File: src/rtl/hsarb_pkg.sv
// Shared types and helpers for the hiscore RAM arbiter.
// The optional pause-ack timeout is built when HSARB_TIMEOUT_EN is defined.
package hsarb_pkg;

   typedef enum logic [2:0] {
      S_IDLE,
      S_PREQ,
      S_SETTLE,
      S_OWN,
      S_WR,
      S_RD,
      S_REL
   } hsarb_state_t;

   localparam int HSARB_CNT_W = 12;

   // Truncates an integer parameter to a counter load value.
   function automatic logic [HSARB_CNT_W-1:0] hsarb_cnt_val(input int v);
      logic [31:0] t;
      t = 32'(v);
      return t[HSARB_CNT_W-1:0];
   endfunction

endpackage

File: src/rtl/hsarb_cnt.sv
// Loadable down-counter with zero flag, shared by the settle window,
// the read-latency wait and the pause-ack timeout.
module hsarb_cnt
   import hsarb_pkg::*;
#(
   parameter int W = HSARB_CNT_W
) (
   input  logic         clk_i,
   input  logic         rst_n_i,
   input  logic         load_i,
   input  logic [W-1:0] load_val_i,
   input  logic         dec_i,
   output logic         zero_o
);

   logic [W-1:0] cnt_q, cnt_d;

   always_comb begin
      cnt_d = cnt_q;
      if (load_i) begin
         cnt_d = load_val_i;
      end else if (dec_i && (cnt_q != '0)) begin
         cnt_d = cnt_q - 1'b1;
      end
   end

   always_ff @(posedge clk_i or negedge rst_n_i) begin
      if (!rst_n_i) begin
         cnt_q <= '0;
      end else begin
         cnt_q <= cnt_d;
      end
   end

   assign zero_o = (cnt_q == '0);

endmodule

File: src/rtl/hiscore_ram_arbiter.sv
// Hands the core's work RAM to the hiscore engine while the CPU is paused.
// Define HSARB_TIMEOUT_EN to abandon a session when the pause ack never arrives.
module hiscore_ram_arbiter
   import hsarb_pkg::*;
#(
   parameter int AW      = 11,
   parameter int RD_LAT  = 2,
   parameter int SETTLE  = 4,
   parameter int HOLD    = 16,
   parameter int TIMEOUT = 4096
) (
   input  logic          clk_sys,
   input  logic          reset_n,
   input  logic          hs_req_valid,
   input  logic          hs_req_we,
   input  logic [AW-1:0] hs_req_addr,
   input  logic [7:0]    hs_req_wdata,
   output logic          hs_req_ready,
   output logic          hs_rsp_valid,
   output logic [7:0]    hs_rsp_rdata,
   output logic          cpu_pause_req,
   input  logic          cpu_paused,
   output logic          ram_access,
   output logic [AW-1:0] ram_addr,
   output logic [7:0]    ram_wdata,
   output logic          ram_we,
   input  logic [7:0]    ram_rdata,
   output logic          err_timeout
);

   if (RD_LAT < 1 || RD_LAT > 7) begin : g_bad_rd_lat
      $error("hiscore_ram_arbiter: RD_LAT must be 1..7");
   end
   if (SETTLE < 1 || SETTLE > 15) begin : g_bad_settle
      $error("hiscore_ram_arbiter: SETTLE must be 1..15");
   end
   if (HOLD < 1 || HOLD > 255) begin : g_bad_hold
      $error("hiscore_ram_arbiter: HOLD must be 1..255");
   end
   if (TIMEOUT < 1 || TIMEOUT > (1 << HSARB_CNT_W)) begin : g_bad_timeout
      $error("hiscore_ram_arbiter: TIMEOUT out of counter range");
   end

   localparam logic [7:0] HOLD_LAST = 8'(HOLD - 1);

   hsarb_state_t            state_q, state_d;
   logic                    cnt_load, cnt_dec, cnt_zero;
   logic [HSARB_CNT_W-1:0]  cnt_val;
   logic [7:0]              idle_q, idle_d;
   logic                    drop_q, drop_d;
   logic [AW-1:0]           addr_q;
   logic [7:0]              wdata_q, rdata_q;
   logic                    rsp_valid_q;
   logic                    rd_done;

   hsarb_cnt #(.W(HSARB_CNT_W)) u_cnt (
      .clk_i      (clk_sys),
      .rst_n_i    (reset_n),
      .load_i     (cnt_load),
      .load_val_i (cnt_val),
      .dec_i      (cnt_dec),
      .zero_o     (cnt_zero)
   );

   always_ff @(posedge clk_sys or negedge reset_n) begin
      if (!reset_n) begin
         state_q <= S_IDLE;
      end else begin
         state_q <= state_d;
      end
   end

`ifdef HSARB_TIMEOUT_EN
   logic err_q, err_set;
`endif

   always_comb begin
      state_d  = state_q;
      cnt_load = 1'b0;
      cnt_dec  = 1'b0;
      cnt_val  = '0;
`ifdef HSARB_TIMEOUT_EN
      err_set  = 1'b0;
`endif
      unique case (state_q)
         S_IDLE: begin
            if (hs_req_valid) begin
               state_d = S_PREQ;
`ifdef HSARB_TIMEOUT_EN
               cnt_load = 1'b1;
               cnt_val  = hsarb_cnt_val(TIMEOUT - 1);
`endif
            end
         end
         S_PREQ: begin
            if (cpu_paused) begin
               state_d  = S_SETTLE;
               cnt_load = 1'b1;
               cnt_val  = hsarb_cnt_val(SETTLE - 1);
            end
`ifdef HSARB_TIMEOUT_EN
            else if (cnt_zero) begin
               state_d = S_IDLE;
               err_set = 1'b1;
            end else begin
               cnt_dec = 1'b1;
            end
`endif
         end
         S_SETTLE: begin
            if (!cpu_paused) begin
               state_d = S_REL;
            end else if (cnt_zero) begin
               state_d = S_OWN;
            end else begin
               cnt_dec = 1'b1;
            end
         end
         S_OWN: begin
            if (hs_req_ready) begin
               state_d = hs_req_we ? S_WR : S_RD;
               if (!hs_req_we) begin
                  cnt_load = 1'b1;
                  cnt_val  = hsarb_cnt_val(RD_LAT - 1);
               end
            end else if (!cpu_paused || drop_q || (idle_q == HOLD_LAST)) begin
               state_d = S_REL;
            end
         end
         S_WR:    state_d = S_OWN;
         S_RD: begin
            if (cnt_zero) begin
               state_d = S_OWN;
            end else begin
               cnt_dec = 1'b1;
            end
         end
         S_REL:   state_d = S_IDLE;
         default: state_d = S_IDLE;
      endcase
   end

   // A lost pause ack is remembered until the session is released.
   always_comb begin
      drop_d = 1'b0;
      idle_d = '0;
      if (state_q inside {S_SETTLE, S_OWN, S_WR, S_RD}) begin
         drop_d = drop_q | ~cpu_paused;
      end
      if (state_q == S_OWN) begin
         if (hs_req_ready) begin
            idle_d = '0;
         end else if (idle_q != 8'hFF) begin
            idle_d = idle_q + 8'd1;
         end else begin
            idle_d = idle_q;
         end
      end else if (state_q inside {S_WR, S_RD}) begin
         idle_d = idle_q;
      end
   end

   // The response cycle blocks a new accept so reads are spaced RD_LAT+2 apart.
   always_comb begin
      cpu_pause_req = (state_q != S_IDLE);
      ram_access    = (state_q inside {S_OWN, S_WR, S_RD});
      ram_we        = (state_q == S_WR);
      hs_req_ready  = (state_q == S_OWN) && hs_req_valid && cpu_paused
                      && !drop_q && !rsp_valid_q;
      ram_addr      = hs_req_ready ? hs_req_addr : addr_q;
      ram_wdata     = wdata_q;
      hs_rsp_valid  = rsp_valid_q;
      hs_rsp_rdata  = rdata_q;
   end

   assign rd_done = (state_q == S_RD) && cnt_zero;

   always_ff @(posedge clk_sys or negedge reset_n) begin
      if (!reset_n) begin
         idle_q      <= '0;
         drop_q      <= 1'b0;
         addr_q      <= '0;
         wdata_q     <= '0;
         rdata_q     <= '0;
         rsp_valid_q <= 1'b0;
      end else begin
         idle_q      <= idle_d;
         drop_q      <= drop_d;
         rsp_valid_q <= rd_done;
         if (hs_req_ready) begin
            addr_q  <= hs_req_addr;
            wdata_q <= hs_req_wdata;
         end
         if (rd_done) begin
            rdata_q <= ram_rdata;
         end
      end
   end

`ifdef HSARB_TIMEOUT_EN
   always_ff @(posedge clk_sys or negedge reset_n) begin
      if (!reset_n) begin
         err_q <= 1'b0;
      end else if (err_set) begin
         err_q <= 1'b1;
      end
   end
   assign err_timeout = err_q;
`else
   assign err_timeout = 1'b0;
`endif

endmodule

File: config.mk
export PLATFORM = sky130hd
export DESIGN_NAME = hiscore_ram_arbiter
export DESIGN_NICKNAME = d
export VERILOG_FILES = /design/src/rtl/hsarb_pkg.sv /design/src/rtl/hsarb_cnt.sv /design/src/rtl/hiscore_ram_arbiter.sv
export SDC_FILE = /design/constraint.sdc
export NUM_CORES = 1
export LEC_CHECK = 0
export CAP_MARGIN = 15
export CORE_ASPECT_RATIO = 0.75
export CORE_MARGIN = 8
export CORE_UTILIZATION = 50
export CTS_BUF_LIST = sky130_fd_sc_hd__clkbuf_8
export DETAILED_ROUTE_END_ITERATION = 8
export GPL_ROUTABILITY_DRIVEN = 0
export MAX_ROUTING_LAYER = met4
export PLACE_DENSITY_LB_ADDON = 0.3
export SYNTH_ARGS = -nofsm -noshare
export SYNTH_HDL_FRONTEND = slang
export SYNTH_SLANG_ARGS = --single-unit
File: constraint.sdc
create_clock -name clk_sys -period 3.14 [get_ports clk_sys]
set_input_delay 0.628 -clock clk_sys [delete_from_list [all_inputs] [get_ports clk_sys]]
set_output_delay 0.628 -clock clk_sys [all_outputs]
set_load 0.02 [all_outputs]
* After elaboration in Yosys (flattened, before gate mapping)
Cells that the tools add are included. W data, S select, Z words.
Cells by class: reductions and logical operators 21, $add $sub $neg 2, bitwise gates (word level) 2, mux-type cells 27, equality and inequality tests 12
Operators by type and width (number):
- $mux W8 | 4
- $mux W12 | 2
- $mux W3 | 6
- $pmux W3 S6 | 1
- $logic_not A12 Y1 | 1
- $reduce_bool A12 Y1 | 1
- $sub A12 B1 Y12 const B | 1
- $mux W11 | 1
- $mux W1 | 9
- $add A8 B1 Y8 const B | 1
- $eq A8 B4 Y1 const B | 1
- $ne A8 B8 Y1 const B | 1
- $eq A3 B2 Y1 const B | 2
- $eq A3 B3 Y1 const B | 2
- $logic_and A1 B1 Y1 | 6
- $ne A2 B2 Y1 const B | 3
- $reduce_bool A3 Y1 | 2
- $pmux W1 S2 | 2
- $pmux W2 S2 | 1
- $reduce_bool A2 Y1 | 2
- $reduce_bool A4 Y1 | 1
- $eq A3 B1 Y1 const B | 1
- $logic_not A1 Y1 | 3
- $logic_not A3 Y1 | 1
- 8 further kinds | 9
Storage, ports and cells: flip-flop bits (word level) 52, word-level logic and storage cells 72, output and inout bits 33

* Logic depth before layout (Yosys ltp)
word-level depth 8, gate-level depth with buffers 8, gate-level depth less buffers 7

* By module
Synthesis repeated with hierarchy kept, for this count alone.
Unflattened totals: cells, all modules 245, area total of the unflattened synthesis 2670.1 µm²
Modules (own cells, without submodules):
- hiscore_ram_arbiter | instances 1, sequential area each 1001.0 µm², cells an instance 156, area each 1871.8 µm²
- hsarb_cnt | instances 1, sequential area each 300.3 µm², cells an instance 89, area each 798.3 µm²

* Least setup slack after synthesis
OpenSTA, ideal clock, no wires.
kind input-to-output, start point input cpu_paused, end point output ram_addr[2], arrival 2128 ps, buffers on the path 2, setup slack 384 ps, stages 5, cells stage by stage buf_2 -> nor4bb_1 -> nor2b_1 -> buf_2 -> mux2_2
On the way: cells in the longest elaborated chain, start to end 4
RTL lines:
- from (decl) | RTL line hiscore_ram_arbiter.sv:22 | input logic cpu_paused,
- $logic_and A1 B1 Y1 | RTL line hiscore_ram_arbiter.sv:168 | hs_req_ready = (state_q == S_OWN) && hs_req_valid && cpu_paused
- $logic_and A1 B1 Y1 (2 in series) | RTL line hiscore_ram_arbiter.sv:169 | && !drop_q && !rsp_valid_q;
- named net hs_req_ready | RTL line hiscore_ram_arbiter.sv:18 | output logic hs_req_ready,
- $mux W11 | RTL line hiscore_ram_arbiter.sv:170 | ram_addr = hs_req_ready ? hs_req_addr : addr_q;
- to (decl) | RTL line hiscore_ram_arbiter.sv:24 | output logic [AW-1:0] ram_addr,
The timed path passes the listed nets, and every way through them passes these cells.

* Worst setup path in the final report
start point input cpu_paused, end point output ram_addr[5]
On the way: cells in the longest elaborated chain, start to end 4
RTL lines (RTL line):
- $logic_and A1 B1 Y1 | hiscore_ram_arbiter.sv:168
- $logic_and A1 B1 Y1 (2 in series) | hiscore_ram_arbiter.sv:169
- $mux W11 | hiscore_ram_arbiter.sv:170
No other way between the ends.

==> impl_metrics.json <==
{
  "ff2ff_path_depth": 7,
  "ant_nets": 0,
  "endpoint_kind": "output port",
  "dp_hpwl_um": 4716,
  "status": "finished clean",
  "vias": 2096,
  "synth-edff-count": 0,
  "r2r_slack_ns": 0.80,
  "htreeDepth": 2,
  "dp_cells": 349,
  "synth_top_area_cell": "dfrtp_1",
  "syn_avg_cell_area_um2": 11.12,
  "ys_types": 51,
  "seqPwrFrac_pct": 36.7,
  "power_density_nw_per_um2": 894.8,
  "ir_drop_mv": 0.4989,
  "area_growth_pct": 32.06,
  "fp.dieW_um": 97.87,
  "crit_fanout": 14,
  "grt_overflow_total": 0,
  "cts_made_buffers": 5,
  "ys.warnings.count": 0,
  "drt_iter0_drc": 136,
  "hold_violations": 0,
  "yosysMostFrequentCell": "dfrtp_1",
  "maxSlewViolCount": 0,
  "path_clk_slew_ns": 0.09,
  "place_ws_ns": -0.3368,
  "num_rows": 22,
  "critPathBufInv": 4,
  "drv_cap": 0,
  "synth-seq-cells": 52,
  "cpLargestDelayFamily": "buffers and inverters",
  "yosys-top-cells-count": "52 x dfrtp_1, 26 x mux2_2, 17 x nand2_1",
  "placed_area_um2": 3252,
  "synth_top_area_share_pct": 51.77,
  "clock_skew_ns": 0.007765,
  "io_pins": 65,
  "antenna_found_initial": 0,
  "clockPowerShare_pct": 13.3,
  "combPwrFrac_pct": 50.0,
  "cp.depth": 7,
  "syn-cell-area_um2": 2514,
  "layout_setup_ws_ns": 0.1272,
  "intPower_w": 0.001764,
  "start_kind": "input pin",
  "clkLatencyLatePin_ns": 0.31,
  "rsz0062_at_grt": "false",
  "setup_viol": 0,
  "wl_per_cell_um": 17.89,
  "drt-pass1-iter-count": 4,
  "portBuffers": 63,
  "num_antenna_cells": 0,
  "leakagePower_nw": 1.472,
  "hp-class": "in2async",
  "grt_pass1_vias": 2138,
  "crit_path_max_incr_delay_ns": 0.49,
  "power_w": 0.002970,
  "clock_sinks": 52,
  "synthesis.nets": 260,
  "crit_type": "in2out",
  "hold_buffers": 0,
  "netSwitchingFraction_pct": 40.62,
  "die_area_um2": 7576,
  "max_freq_mhz": 331.9,
  "initial_core_util_pct": 51.59,
  "grt_pass1_wl_um": 10490,
  "min_period_ns": 3.013,
  "core_um2": 4872,
  "ys_seq_area_share_pct": 51.77,
  "grt_usage_pct": 17.66,
  "syn_inst": 226,
  "tightest_slew_ns": 0.6579,
  "cts_tree": "yes",
  "clock_path_buffers": 2,
  "fp.dieH_um": 77.41,
  "synthTopCellsByArea": "dfrtp_1 52%, mux2_2 12%, a21oi_1 3.0%",
  "drive_gt1_share_pct": 22.15,
  "clock-root-buffer": "clkbuf_8",
  "viasPerCell": 5.855,
  "arrival_ns": 2.38,
  "synthFlopType": "dfrtp_1",
  "finalCritPeriodShare_pct": 95.95,
  "cp.required_ns": 2.51,
  "final_cell_count_no_fill": 358,
  "design_area_um2": 3319,
  "grt_start_max_net_pins": 53,
  "drc": 0,
  "slew_headroom_pct": 55.95,
  "slowest_stage": "clkdlybuf4s50_1",
  "routed_wirelength_um": 6404,
  "p_switching_w": 0.001206,
  "holdWs_ns": 0.4136,
  "async_flop_share_pct": 100.0,
  "finalNetCount": 331,
  "path_cells": "clkdlybuf4s50_1 -> nor4bb_4 -> buf_4 -> nor2b_4 -> buf_12 -> mux2_2 -> buf_2"
}
[cells in the final DEF (no fill, tap or decap), types with 3 or more instances in the layout]
| master | instances |
|---|---|
| o31ai_1 | 5 |
| clkdlybuf4s50_1 | 50 |
| nor2b_1 | 3 |
| buf_2 | 12 |
| nor2_1 | 11 |
| o211ai_1 | 4 |
| mux2i_1 | 5 |
| a31oi_1 | 3 |
| or4_1 | 3 |
| dfrtp_1 | 52 |
| inv_1 | 7 |
| nand3_1 | 6 |
| nand2_1 | 17 |
| nor3_1 | 4 |
| a21oi_1 | 15 |
| buf_4 | 10 |
| mux2_2 | 26 |
| clkbuf_8 | 6 |
| o21ai_0 | 6 |
| nor4_1 | 6 |
| o22ai_1 | 3 |
[final timing paths]
path | to | from
min in group clk_sys | hs_rsp_rdata[1] | hs_rsp_rdata[1]
max in group asynchronous | drop_q | reset_n
worst max register to register | hs_rsp_rdata[7] | u_cnt.cnt_q[0]
worst max-delay path | ram_addr[5] | cpu_paused
worst min-delay path | hs_rsp_rdata[0] | reset_n
worst min register to register | hs_rsp_rdata[1] | hs_rsp_rdata[1]
[logic make-up after synthesis]
group,share of synthesized area [%]
other cells,0.1492
buf+inv,3.285
simple gates,16.92
mux,14.09
fa+ha+maj,0.9954
compound gates,12.79
flops,51.77
[per-stage QoR]
| stage | utilization, % | TNS, ns |
|---|---|---|
| 6_report | 68.13 | 0 |
| 5_1_grt | 68.13 | 0 |
| 4_1_cts | 69.03 | -0.001044 |
| 3_5_place_dp | 66.74 | -3.558 |
| 3_3_place_gp | 66.74 | -2.979 |
| 2_1_floorplan | - | 0 |
[cell type report]
type / instances / area (um^2)
inverters: 8 / 30.03
flip-flops and latches: 52 / 1301
multi-input cells: 156 / 1152
clock buffers: 6 / 82.58
repair buffers: 74 / 668.1
fillers: 383 / 1553
well taps: 60 / 75.07
clock inverters: 2 / 10.01
[layer usage]
layer  share of wire, %  track usage (%)  vias to the layer above
met3                 10            7.308                        5
met2                 44            25.38                       74
li1                   -                -                      993
met5                  0                -                        -
met1                 44            22.23                     1024
met4               0.86            5.116                        0
[registers in the layout, indices dropped and copies added, names as in the netlist]
| name | cells |
|---|---|
| u_cnt.cnt_q | 12 |
| addr_q | 11 |
| hs_rsp_rdata | 8 |
| idle_q | 8 |
| ram_wdata | 8 |
| state_q | 3 |
| drop_q | 1 |
| hs_rsp_valid | 1 |
[power by group through the flow]
stage               sequential (W)  clock, W  combinational, W
CTS                        0.00109  0.000407           0.00154
floorplan                  0.00119         0          0.000790
global route               0.00112  0.000430           0.00160
finish                     0.00109  0.000397           0.00148
detailed placement         0.00110         0           0.00154
global placement           0.00108         0           0.00152
[repair_timing]
action / 4_1_cts / 5_1_grt
setup buffers: 0 / 1
resized for setup: 34 / 14
setup endpoints to repair: 12 / 12
pin swaps: 0 / 0
(Power assumes the default switching activity.)
